`config.mk`:
```
export PLATFORM = sky130hd
export DESIGN_NAME = simulator_resonant
export DESIGN_NICKNAME = d
export VERILOG_FILES = /design/src/rtl/simulator_resonant.sv
export SDC_FILE = /design/constraint.sdc
export NUM_CORES = 1
export LEC_CHECK = 0
export ABC_AREA = 1
export BUFFER_PORTS_ARGS = -buffer_cell sky130_fd_sc_hd__buf_2
export CAP_MARGIN = 40
export CORE_ASPECT_RATIO = 1.75
export CORE_MARGIN = 5
export CORE_UTILIZATION = 67
export DETAILED_ROUTE_END_ITERATION = 6
export PLACE_DENSITY = 0.95
export SETUP_SLACK_MARGIN = 0.02
export SLEW_MARGIN = 20
export SYNTH_ARGS = -nofsm -noshare
export SYNTH_HDL_FRONTEND = slang
export SYNTH_SLANG_ARGS = --single-unit
```
`constraint.sdc`:
```
create_clock -name CLK -period 18.1 [get_ports CLK]
set_input_delay 1.81 -clock CLK [delete_from_list [all_inputs] [get_ports CLK]]
set_output_delay 1.81 -clock CLK [all_outputs]
set_load 0.05 [all_outputs]
```
`src/rtl/simulator_resonant.sv`:
```
// rtl/simulator_resonant.sv - fixed-point Euler integrator for an LLC / series-LC resonant tank
//
// Ports:
//   CLK        sole clock, rising edge
//   RESET      asynchronous, active-high; returns to IDLE with all state zeroed
//   EN         step enable while in RUN
//   START      request IDLE -> RUN
//   STOP       request RUN -> IDLE (state held, step counter held)
//   CLR_FAULT  FAULT -> IDLE, zeroes state and step counter
//   sigma      switching input: 01 = +1, 11 = -1, 00/10 = 0
//   vC_p, iS_p, Vo_p  registered signed state values (W bits)
//   VALID      one-cycle strobe on the step that wraps the decimation counter
//   RUNNING    state == RUN
//   FAULT      state == FAULT
module simulator_resonant #(
  parameter int                 W     = 32,
  parameter int                 MODE  = 0,
  parameter logic signed [31:0] MU_1  = 32'sd12,
  parameter logic signed [31:0] MU_2  = -32'sd1,
  parameter logic signed [31:0] MU_3  = 32'sd48000,
  parameter logic signed [31:0] MU_4  = -32'sd10,
  parameter logic signed [31:0] MU_5  = -32'sd1675,
  parameter logic signed [31:0] MU_6  = 32'sd480,
  parameter int                 SH_1  = 20,
  parameter int                 SH_4  = 10,
  parameter int                 SH_5  = 17,
  parameter int                 DECIM = 1
) (
  input  logic                CLK,
  input  logic                RESET,
  input  logic                EN,
  input  logic                START,
  input  logic                STOP,
  input  logic                CLR_FAULT,
  input  logic [1:0]          sigma,
  output logic signed [W-1:0] vC_p,
  output logic signed [W-1:0] iS_p,
  output logic signed [W-1:0] Vo_p,
  output logic                VALID,
  output logic                RUNNING,
  output logic                FAULT
);

  localparam int SW = W + 8;

  localparam logic [1:0] S_IDLE  = 2'd0;
  localparam logic [1:0] S_RUN   = 2'd1;
  localparam logic [1:0] S_FAULT = 2'd2;

  localparam logic [15:0] LAST = 16'(DECIM - 1);

  localparam logic signed [63:0] MU1_64 = {{32{MU_1[31]}}, MU_1};
  localparam logic signed [63:0] MU2_64 = {{32{MU_2[31]}}, MU_2};
  localparam logic signed [63:0] MU3_64 = {{32{MU_3[31]}}, MU_3};
  localparam logic signed [63:0] MU4_64 = {{32{MU_4[31]}}, MU_4};
  localparam logic signed [63:0] MU5_64 = {{32{MU_5[31]}}, MU_5};
  localparam logic signed [63:0] MU6_64 = {{32{MU_6[31]}}, MU_6};

  logic [1:0]  state;
  logic [15:0] cnt;

  logic signed [63:0] s64, vc64, is64, vo64;
  logic signed [63:0] p_vc, p_is_a, p_is_b, p_vo_a, p_vo_b, p_vo_c;
  logic signed [SW-1:0] sum_vc, sum_is, sum_vo;
  logic [W:0] sat_vc, sat_is, sat_vo;
  logic ovf_any;
  logic step;

  // Clip a W+8 bit sum to W bits. The sum fits iff all bits from the
  // sign bit of the W-bit result upward agree. Returns {overflow, value}.
  function automatic logic [W:0] sat(input logic [SW-1:0] x);
    logic [SW-W:0] top;
    top = x[SW-1:W-1];
    if ((&top) || !(|top))
      sat = {1'b0, x[W-1:0]};
    else
      sat = {1'b1, x[SW-1], {(W-1){~x[SW-1]}}};
  endfunction

  always_comb begin
    case (sigma)
      2'b01:   s64 = 64'sd1;
      2'b11:   s64 = -64'sd1;
      default: s64 = 64'sd0;
    endcase

    vc64 = {{(64-W){vC_p[W-1]}}, vC_p};
    is64 = {{(64-W){iS_p[W-1]}}, iS_p};
    vo64 = {{(64-W){Vo_p[W-1]}}, Vo_p};

    // vC + Vo cannot exceed W+1 bits, so forming it at 64 bits is exact.
    p_vc   = (MU1_64 * is64) >>> SH_1;
    p_is_a = MU2_64 * ((MODE == 1) ? vc64 : (vc64 + vo64));
    p_is_b = MU3_64 * s64;
    p_vo_a = (MU4_64 * vc64) >>> SH_4;
    p_vo_b = (MU5_64 * vo64) >>> SH_5;
    p_vo_c = MU6_64 * s64;

    sum_vc = SW'(vc64) + SW'(p_vc);
    sum_is = SW'(is64) + SW'(p_is_a) + SW'(p_is_b);
    sum_vo = SW'(vo64) + SW'(p_vo_a) + SW'(p_vo_b) + SW'(p_vo_c);

    sat_vc = sat(sum_vc);
    sat_is = sat(sum_is);
    // The series-LC tank has no load capacitor; Vo is pinned at zero.
    sat_vo = (MODE == 1) ? '0 : sat(sum_vo);

    ovf_any = sat_vc[W] | sat_is[W] | sat_vo[W];
  end

  assign step    = (state == S_RUN) && EN && !STOP;
  assign RUNNING = (state == S_RUN);
  assign FAULT   = (state == S_FAULT);

  always_ff @(posedge CLK or posedge RESET) begin
    if (RESET) begin
      state <= S_IDLE;
      cnt   <= '0;
      vC_p  <= '0;
      iS_p  <= '0;
      Vo_p  <= '0;
      VALID <= 1'b0;
    end else begin
      VALID <= 1'b0;
      case (state)
        S_IDLE: begin
          if (START) state <= S_RUN;
        end
        S_RUN: begin
          if (STOP) begin
            state <= S_IDLE;
          end else if (step) begin
            vC_p <= sat_vc[W-1:0];
            iS_p <= sat_is[W-1:0];
            Vo_p <= sat_vo[W-1:0];
            // A saturating step stores the clipped values but produces no sample.
            if (ovf_any) begin
              state <= S_FAULT;
            end else if (cnt == LAST) begin
              cnt   <= '0;
              VALID <= 1'b1;
            end else begin
              cnt <= cnt + 16'd1;
            end
          end
        end
        S_FAULT: begin
          if (CLR_FAULT) begin
            state <= S_IDLE;
            cnt   <= '0;
            vC_p  <= '0;
            iS_p  <= '0;
            Vo_p  <= '0;
          end
        end
        default: state <= S_IDLE;
      endcase
    end
  end

endmodule

```
==> run_results.csv, run 1 <==
group,metric,value,unit
status,outcome,"finished clean",
synthesis,synth-main-ff-cell,"dfrtp_1",
synthesis,async_flop_share,1.00,
final_layout,stdcell_area,28900,um^2
critical_path,required,18.45,ns
clocking,numCtsBuffers,17,
critical_path,critPathSlowestCell,"dfrtp_1",
final_layout,area_growth_syn_to_layout,6.39,%
synthesis,yosysWarningCount,0,
sta,finalSetupTns,0,ns
sta,fin_hold_ws,0.501,ns
global_routing,grt_pass1_vias,27200,
die,rows,97,
synthesis,synth.distinct_cells,55,
critical_path,cp_common_cell,"nand2_1",
global_routing,grt_pass1_wl,138,mm
routing,drt.antenna.violating_nets,0,
clocking,clkSlewWorstSetupHoldPaths,0.08,ns
clocking,post_cts_resized,0,
sta,fmax,98.8,MHz
critical_path,cp-start-kind,"register",
clocking,clock_sinks,115,
place,place_hpwl,75.2,mm
synthesis,syn-cell-area,27200,um^2
routing,drc,0,
clocking,cts.path.max_buffers,2,
synthesis,synthCells,3650,
place,place.gp.congestion,1.10,
final_layout,nets,4508,
sta,fin_crit_sh,0.559,
global_routing,grt_max_degree,59,
clocking,cts_hold_buf,0,
global_routing,grtUsageTotal,0.394,
clocking,cts-htree-levels,4,
sta,fin_crit,10.12,ns
clocking,cts_root_buf,"clkbuf_16",
routing,wl,88.1,mm
critical_path,arrival,10.47,ns
die,fp.dieW,162,um
worst_hold_path,hold_class,"register to register",
critical_path,crit_path_end_kind,"register",
critical_path,critPathMaxStageDelay,0.56,ns
final_layout,utilization,0.722,
place,portBuffers,106,
routing,routedWlPerCell,20.7,um
synthesis,avgSynthCellArea,7.45,um^2
critical_path,crit_path_max_fanout,30,
die,start_util,0.679,
synthesis,syn_nets,4400,
sta,clock_skew,0.0190,ns
clocking,insertion_delay,0.46,ns
die,dieArea,44900,um^2
final_layout,drive_gt1_frac,0.0652,
sta,rsz0062_at_grt,"no",
synthesis,synth-seq-cells,115,
global_routing,grt.overflow.total,0,
die,die_h,276,um
sta,worst_pin_slew,0.931,ns
place,place_area,28300,um^2
clocking,post_cts_buffers,0,
synthesis,synth.yosys.seq_area_share,0.106,
routing,drtIter0Drc,1996,
routing,first_pass_iters,6,
global_routing,antenna_found_initial,2,
critical_path,cp_top_family,"adder cells",
die,io_pins,107,
critical_path,critical_path_class,"register to register",
synthesis,synth_edf_count,0,
sta,maxSlewViolCount,0,
flow_run,cap_viol_max_count,0,
die,core,40100,um^2
sta,hold_viol_final,0,
critical_path,critPathBufInv,7,
sta,worst_slew_margin_rel,0.377,
sta,finalSetupViolations,0,
routing,viasPerCell,5.95,
routing,vias,25400,
clocking,cts_tree,"yes",
[worst register-to-register path: cells and delay by family (launching register included)]
family                   cells  cell delay (ns)
adder cells (fa/ha/maj)      9             4.20
AO/OA/AOI/OAI                8             2.39
AND/OR/NAND/NOR             13             2.25
buffers and inverters        7             0.59
flip-flops                   1             0.56
[synthesized netlist by cell type (all sizes together) (6+ instances only)]
library cell | n | area [um^2]
nand2 | 766 | 2930
a31oi | 30 | 188
o22ai | 11 | 68.8
nand4 | 29 | 181
xor2 | 97 | 850
fa | 303 | 6070
nor3 | 35 | 210
clkbuf | 21 | 78.8
a21o | 12 | 90.1
o211ai | 6 | 45.0
ha | 439 | 5490
nor2 | 230 | 921
o21ai | 221 | 1110
nand3 | 95 | 503
inv | 861 | 3230
a21oi | 227 | 1140
or2 | 9 | 56.3
dfrtp | 115 | 2880
buf | 10 | 61.3
o21bai | 21 | 169
o221ai | 6 | 52.6
nor4 | 9 | 56.3
o21a | 6 | 45.0
xnor2 | 47 | 412
[worst paths after layout]
path	start	to	slack (ns)	depth (start not counted)
max	Vo_p[20]$_DFFE_PP0P_	cnt[13]$_DFFE_PP0P_	7.98	37
min	cnt[3]$_DFFE_PP0P_	cnt[3]$_DFFE_PP0P_	0.50	2
max reg2reg	Vo_p[20]$_DFFE_PP0P_	cnt[13]$_DFFE_PP0P_	7.98	37
min reg2reg	cnt[3]$_DFFE_PP0P_	cnt[3]$_DFFE_PP0P_	0.50	2
max in group asynchronous	RESET	vC_p[1]$_DFFE_PP0P_	15.61	4
min in group asynchronous	RESET	state[0]$_DFFE_PP0P_	1.37	2
[final cells by class]
| type | instances | area [um^2] |
|---|---|---|
| fillers | 3192 | 11100 |
| multi-input cells | 2640 | 20900 |
| clock inverters | 14 | 145 |
| flip-flops and latches | 115 | 2880 |
| diodes | 1 | 2.50 |
| inverters | 864 | 3250 |
| clock buffers | 18 | 439 |
| well taps | 495 | 619 |
| repair buffers | 120 | 663 |
[cell usage in the layout, fill, tap and decap left out, drive strengths merged, types with 2 or more instances in the layout]
cell type | synthesis | final
inv | 861 | 868
nand2 | 766 | 766
ha | 439 | 439
fa | 303 | 303
nor2 | 230 | 230
a21oi | 227 | 227
o21ai | 221 | 221
buf | 10 | 120
dfrtp | 115 | 115
xor2 | 97 | 97
nand3 | 95 | 95
xnor2 | 47 | 47
nor3 | 35 | 35
a31oi | 30 | 30
nand4 | 29 | 29
o21bai | 21 | 21
clkbuf | 21 | 18
a21o | 12 | 12
o22ai | 11 | 11
nor4 | 9 | 9
or2 | 9 | 9
o21a | 6 | 6
o221ai | 6 | 6
o211ai | 6 | 6
clkinv | 3 | 6
a211oi | 5 | 5
a21boi | 5 | 5
and3 | 4 | 4
and2 | 4 | 4
nand3b | 4 | 4
o2111ai | 4 | 4
o221a | 3 | 3
clkinvlp | 0 | 3
a221oi | 2 | 2
a22o | 2 | 2
nor3b | 2 | 2
[through the flow]
stage | instances | setup slack (ns)
floorplan | 3650 | 9.89
global route | 4266 | 7.37
finish | 4267 | 7.98
CTS | 4265 | 8.10
detailed placement | 4233 | 8.11
global placement | 4230 | 8.23
[registers in the layout, summed over array words and instances (netlist names)]
| signal | cells |
|---|---|
| VALID | 1 |
| Vo_p | 32 |
| cnt | 16 |
| iS_p | 32 |
| state | 2 |
| vC_p | 32 |
[cells by family (layout without fill, tap and decap cells)]
family,Yosys count,count (layout),synth area share
xor gates and xnor gates,144,144,0.0464
and+or+nand+nor,1187,1187,0.182
other,0,1,0
buffers and inverters,895,1016,0.124
adders and majority gates,742,742,0.425
AOI/OAI and AO/OA,567,567,0.116
DFF,115,115,0.106
[routing by layer]
metal,track usage,up-vias,part of all wire
li1,-,11700,-
met1,0.379,12000,0.32
met2,0.712,1155,0.51
met3,0.0613,474,0.055
met4,0.346,0,0.11
met5,0,-,0
Power of run 1 is not shown: default switching activity piles up to over one toggle a cycle in this logic, so the estimate is an artifact.
==> inputs of run 2 (changes only) <==
--- a/config.mk
+++ b/config.mk
@@ -10,9 +10,9 @@
 export CAP_MARGIN = 40
 export CORE_ASPECT_RATIO = 1.75
 export CORE_MARGIN = 5
-export CORE_UTILIZATION = 67
+export CORE_UTILIZATION = 59
 export DETAILED_ROUTE_END_ITERATION = 6
-export PLACE_DENSITY = 0.95
+export PLACE_DENSITY = 0.92
 export SETUP_SLACK_MARGIN = 0.02
 export SLEW_MARGIN = 20
 export SYNTH_ARGS = -nofsm -noshare
==> constraint.sdc (replaced) <==
create_clock -name CLK -period 8.2 [get_ports CLK]
set_input_delay 0.82 -clock CLK [delete_from_list [all_inputs] [get_ports CLK]]
set_output_delay 0.82 -clock CLK [all_outputs]
set_load 0.05 [all_outputs]
==> run 2 against run 1 <==
  * The run now ends with DRC, setup timing left
  * Die area is 13% higher
  * Non-clock buffer count rose by 350
  * Register-to-register slack got worse by 8.3 ns
  * Highest routed layer unchanged
  * Fmax increased by 19%
  * First-iteration DRC count up 23%
  * Core utilization increased by 0.70 points
  * Clock skew increased by 0.0089 ns
  * Hold slack lost 0.027 ns
  * Final cell count rose by 10%
  * Worst setup slack worse by 8.3 ns
  * Count of clock-buffer cells in the layout stayed put
  * Largest cell class unchanged
==> run_results.csv, run 2 (synthesis results as in run 1) <==
group,metric,value,unit
global_routing,grt_use_met3,0.0527,
sta,maxSlewViolCount,0,
routing,drtIter0Drc,2452,
sta,finalSetupViolations,50,
final_layout,layout_commonest_cell,"inv_1",
clocking,cts.path.max_buffers,2,
critical_path,critical_path_class,"register to register",
final_layout,drive_gt1_frac,0.211,
global_routing,use_met1,0.364,
routing,vias,28100,
die,start_util,0.593,
routing,routedWlPerCell,21.4,um
sta,fin_crit,8.48,ns
critical_path,worstRegToRegCells,45,
global_routing,antenna_found_initial,1,
critical_path,regToRegStartpoint,"Vo_p[4]$_DFFE_PP0P_",
critical_path,cp-start-kind,"register",
final_layout,fin_cells,4706,
status,violations,"DRC, setup timing",
critical_path,cp_common_cell,"inv_1",
clocking,clkSlewWorstSetupHoldPaths,0.07,ns
routing,wl,101,mm
final_layout,area_growth_syn_to_layout,22.9,%
sta,fin_crit_sh,1.03,
place,post-place-cells,4643,
global_routing,grt_use_met2,0.649,
final_layout,reg.largest.list,"Vo_p (32), iS_p (32), vC_p (32)",
worst_hold_path,hold_class,"input pin to async pin",
sta,fin_ws,-0.280,ns
global_routing,grt_pass1_wl,144,mm
critical_path,arrival,8.82,ns
die,io_pins,107,
clocking,clock_sinks,115,
sta,hold_viol_final,0,
sta,clock_skew,0.0279,ns
clocking,insertion_delay,0.48,ns
clocking,cts-htree-levels,4,
critical_path,rrSetupSlack,-0.28,ns
routing,drt.antenna.violating_nets,0,
clocking,cts_root_buf,"clkbuf_16",
die,die_h,294,um
final_layout,mostFrequentLayoutCells,"inv_1 (823), nand2_1 (679), ha_1 (384)",
clocking,numCtsBuffers,17,
place,place_hpwl,77.8,mm
critical_path,crit_path_end_kind,"register",
critical_path,r2r_end,"cnt[3]$_DFFE_PP0P_",
critical_path,crit_path_max_fanout,8,
sta,rsz0062_at_grt,"yes",
status,outcome,"finished, violations left",
critical_path,critPathMaxStageDelay,0.56,ns
critical_path,critPathSlowestCell,"fa_1",
routing,viasPerCell,5.97,
flow_run,cap_viol_max_count,0,
place,place.gp.congestion,1.02,
routing,first_pass_iters,7,
critical_path,required,8.54,ns
global_routing,grt_max_degree,51,
routing,drc,4,
sta,finalSetupTns,-9.87,ns
die,fp.dieW,172,um
die,rows,104,
global_routing,grt_pass1_vias,28800,
sta,worst_slew_margin_rel,0.326,
sta,worst_pin_slew,1.01,ns
place,portBuffers,106,
global_routing,grtUsageTotal,0.365,
die,dieArea,50600,um^2
global_routing,grt-busiest-layer,"met2",
clocking,cts_tree,"yes",
global_routing,grt.overflow.total,0,
sta,fmax,118,MHz
die,core,45800,um^2
final_layout,nets,4859,
run 2: changes by cell type in the layout (fill, tap and decap cells not counted), sizes merged:
cell | previous run | this run
bufinv | 1 | 2
clkbuf | 18 | 21
inv | 868 | 864
buf | 120 | 467
nand3 | 95 | 96
clkinv | 6 | 9
run 2: critical path: cells and delay by family, from the launching register on:
kind | cells | cell delay, ns
adders and majority gates | 9 | 3.57
and+or+nand+nor | 17 | 2.01
buffers and inverters | 13 | 1.30
AOI/OAI and AO/OA | 5 | 0.80
DFF | 1 | 0.47
xor gates and xnor gates | 1 | 0.17
run 2: layout make-up:
cell class,instances,area (um^2)
multi-input combinational,2641,22500
fill,3227,12400
timing repair buffer,470,3430
inverter,864,3250
sequential,115,2900
tap,583,729
clock buffer,18,439
clock inverter,14,154
antenna,1,2.50
run 2: worst max path at each step:
stage | startpoint | to | slack [ns] | cells after the start
3_5_place_dp | Vo_p[6]$_DFFE_PP0P_ | Vo_p[13]$_DFFE_PP0P_ | -0.51 | 39
6_report | Vo_p[4]$_DFFE_PP0P_ | cnt[3]$_DFFE_PP0P_ | -0.28 | 45
4_1_cts | Vo_p[6]$_DFFE_PP0P_ | Vo_p[30]$_DFFE_PP0P_ | 0.006 | 46
5_1_grt | Vo_p[7]$_DFFE_PP0P_ | cnt[3]$_DFFE_PP0P_ | -0.48 | 42
2_1_floorplan | Vo_p[5]$_DFFE_PP0P_ | cnt[12]$_DFFE_PP0P_ | 0.14 | 41
3_3_place_gp | Vo_p[5]$_DFFE_PP0P_ | Vo_p[30]$_DFFE_PP0P_ | -0.30 | 42
run 2: what timing repair did:
item                       CTS  global route
hold buffers                 0             0
gates cloned                 0             4
setup buffers                7            19
setup endpoints to repair   51            51
gates resized for setup    100           290
pin swaps                   27            69
run 2: stage by stage:
stage | instance area, um^2 | util | setup slack, ns | hold WS [ns]
6_report | 33400 | 0.729 | -0.280 | 0.474
5_1_grt | 33400 | 0.729 | -0.482 | 0.513
4_1_cts | 31900 | 0.697 | 0.00593 | 0.472
3_5_place_dp | 30900 | 0.674 | -0.509 | 0.463
3_3_place_gp | 30800 | 0.673 | -0.297 | 0.457
2_1_floorplan | 27200 | - | 0.139 | 0.442
run 2: per-layer routing:
| layer | wire length (um) | up-vias |
|---|---|---|
| li1 | - | 12400 |
| met1 | 31800 | 13100 |
| met2 | 49200 | 1764 |
| met3 | 7390 | 794 |
| met4 | 12300 | 0 |
| met5 | 0 | - |
Power of run 2 is left out for the same reason.
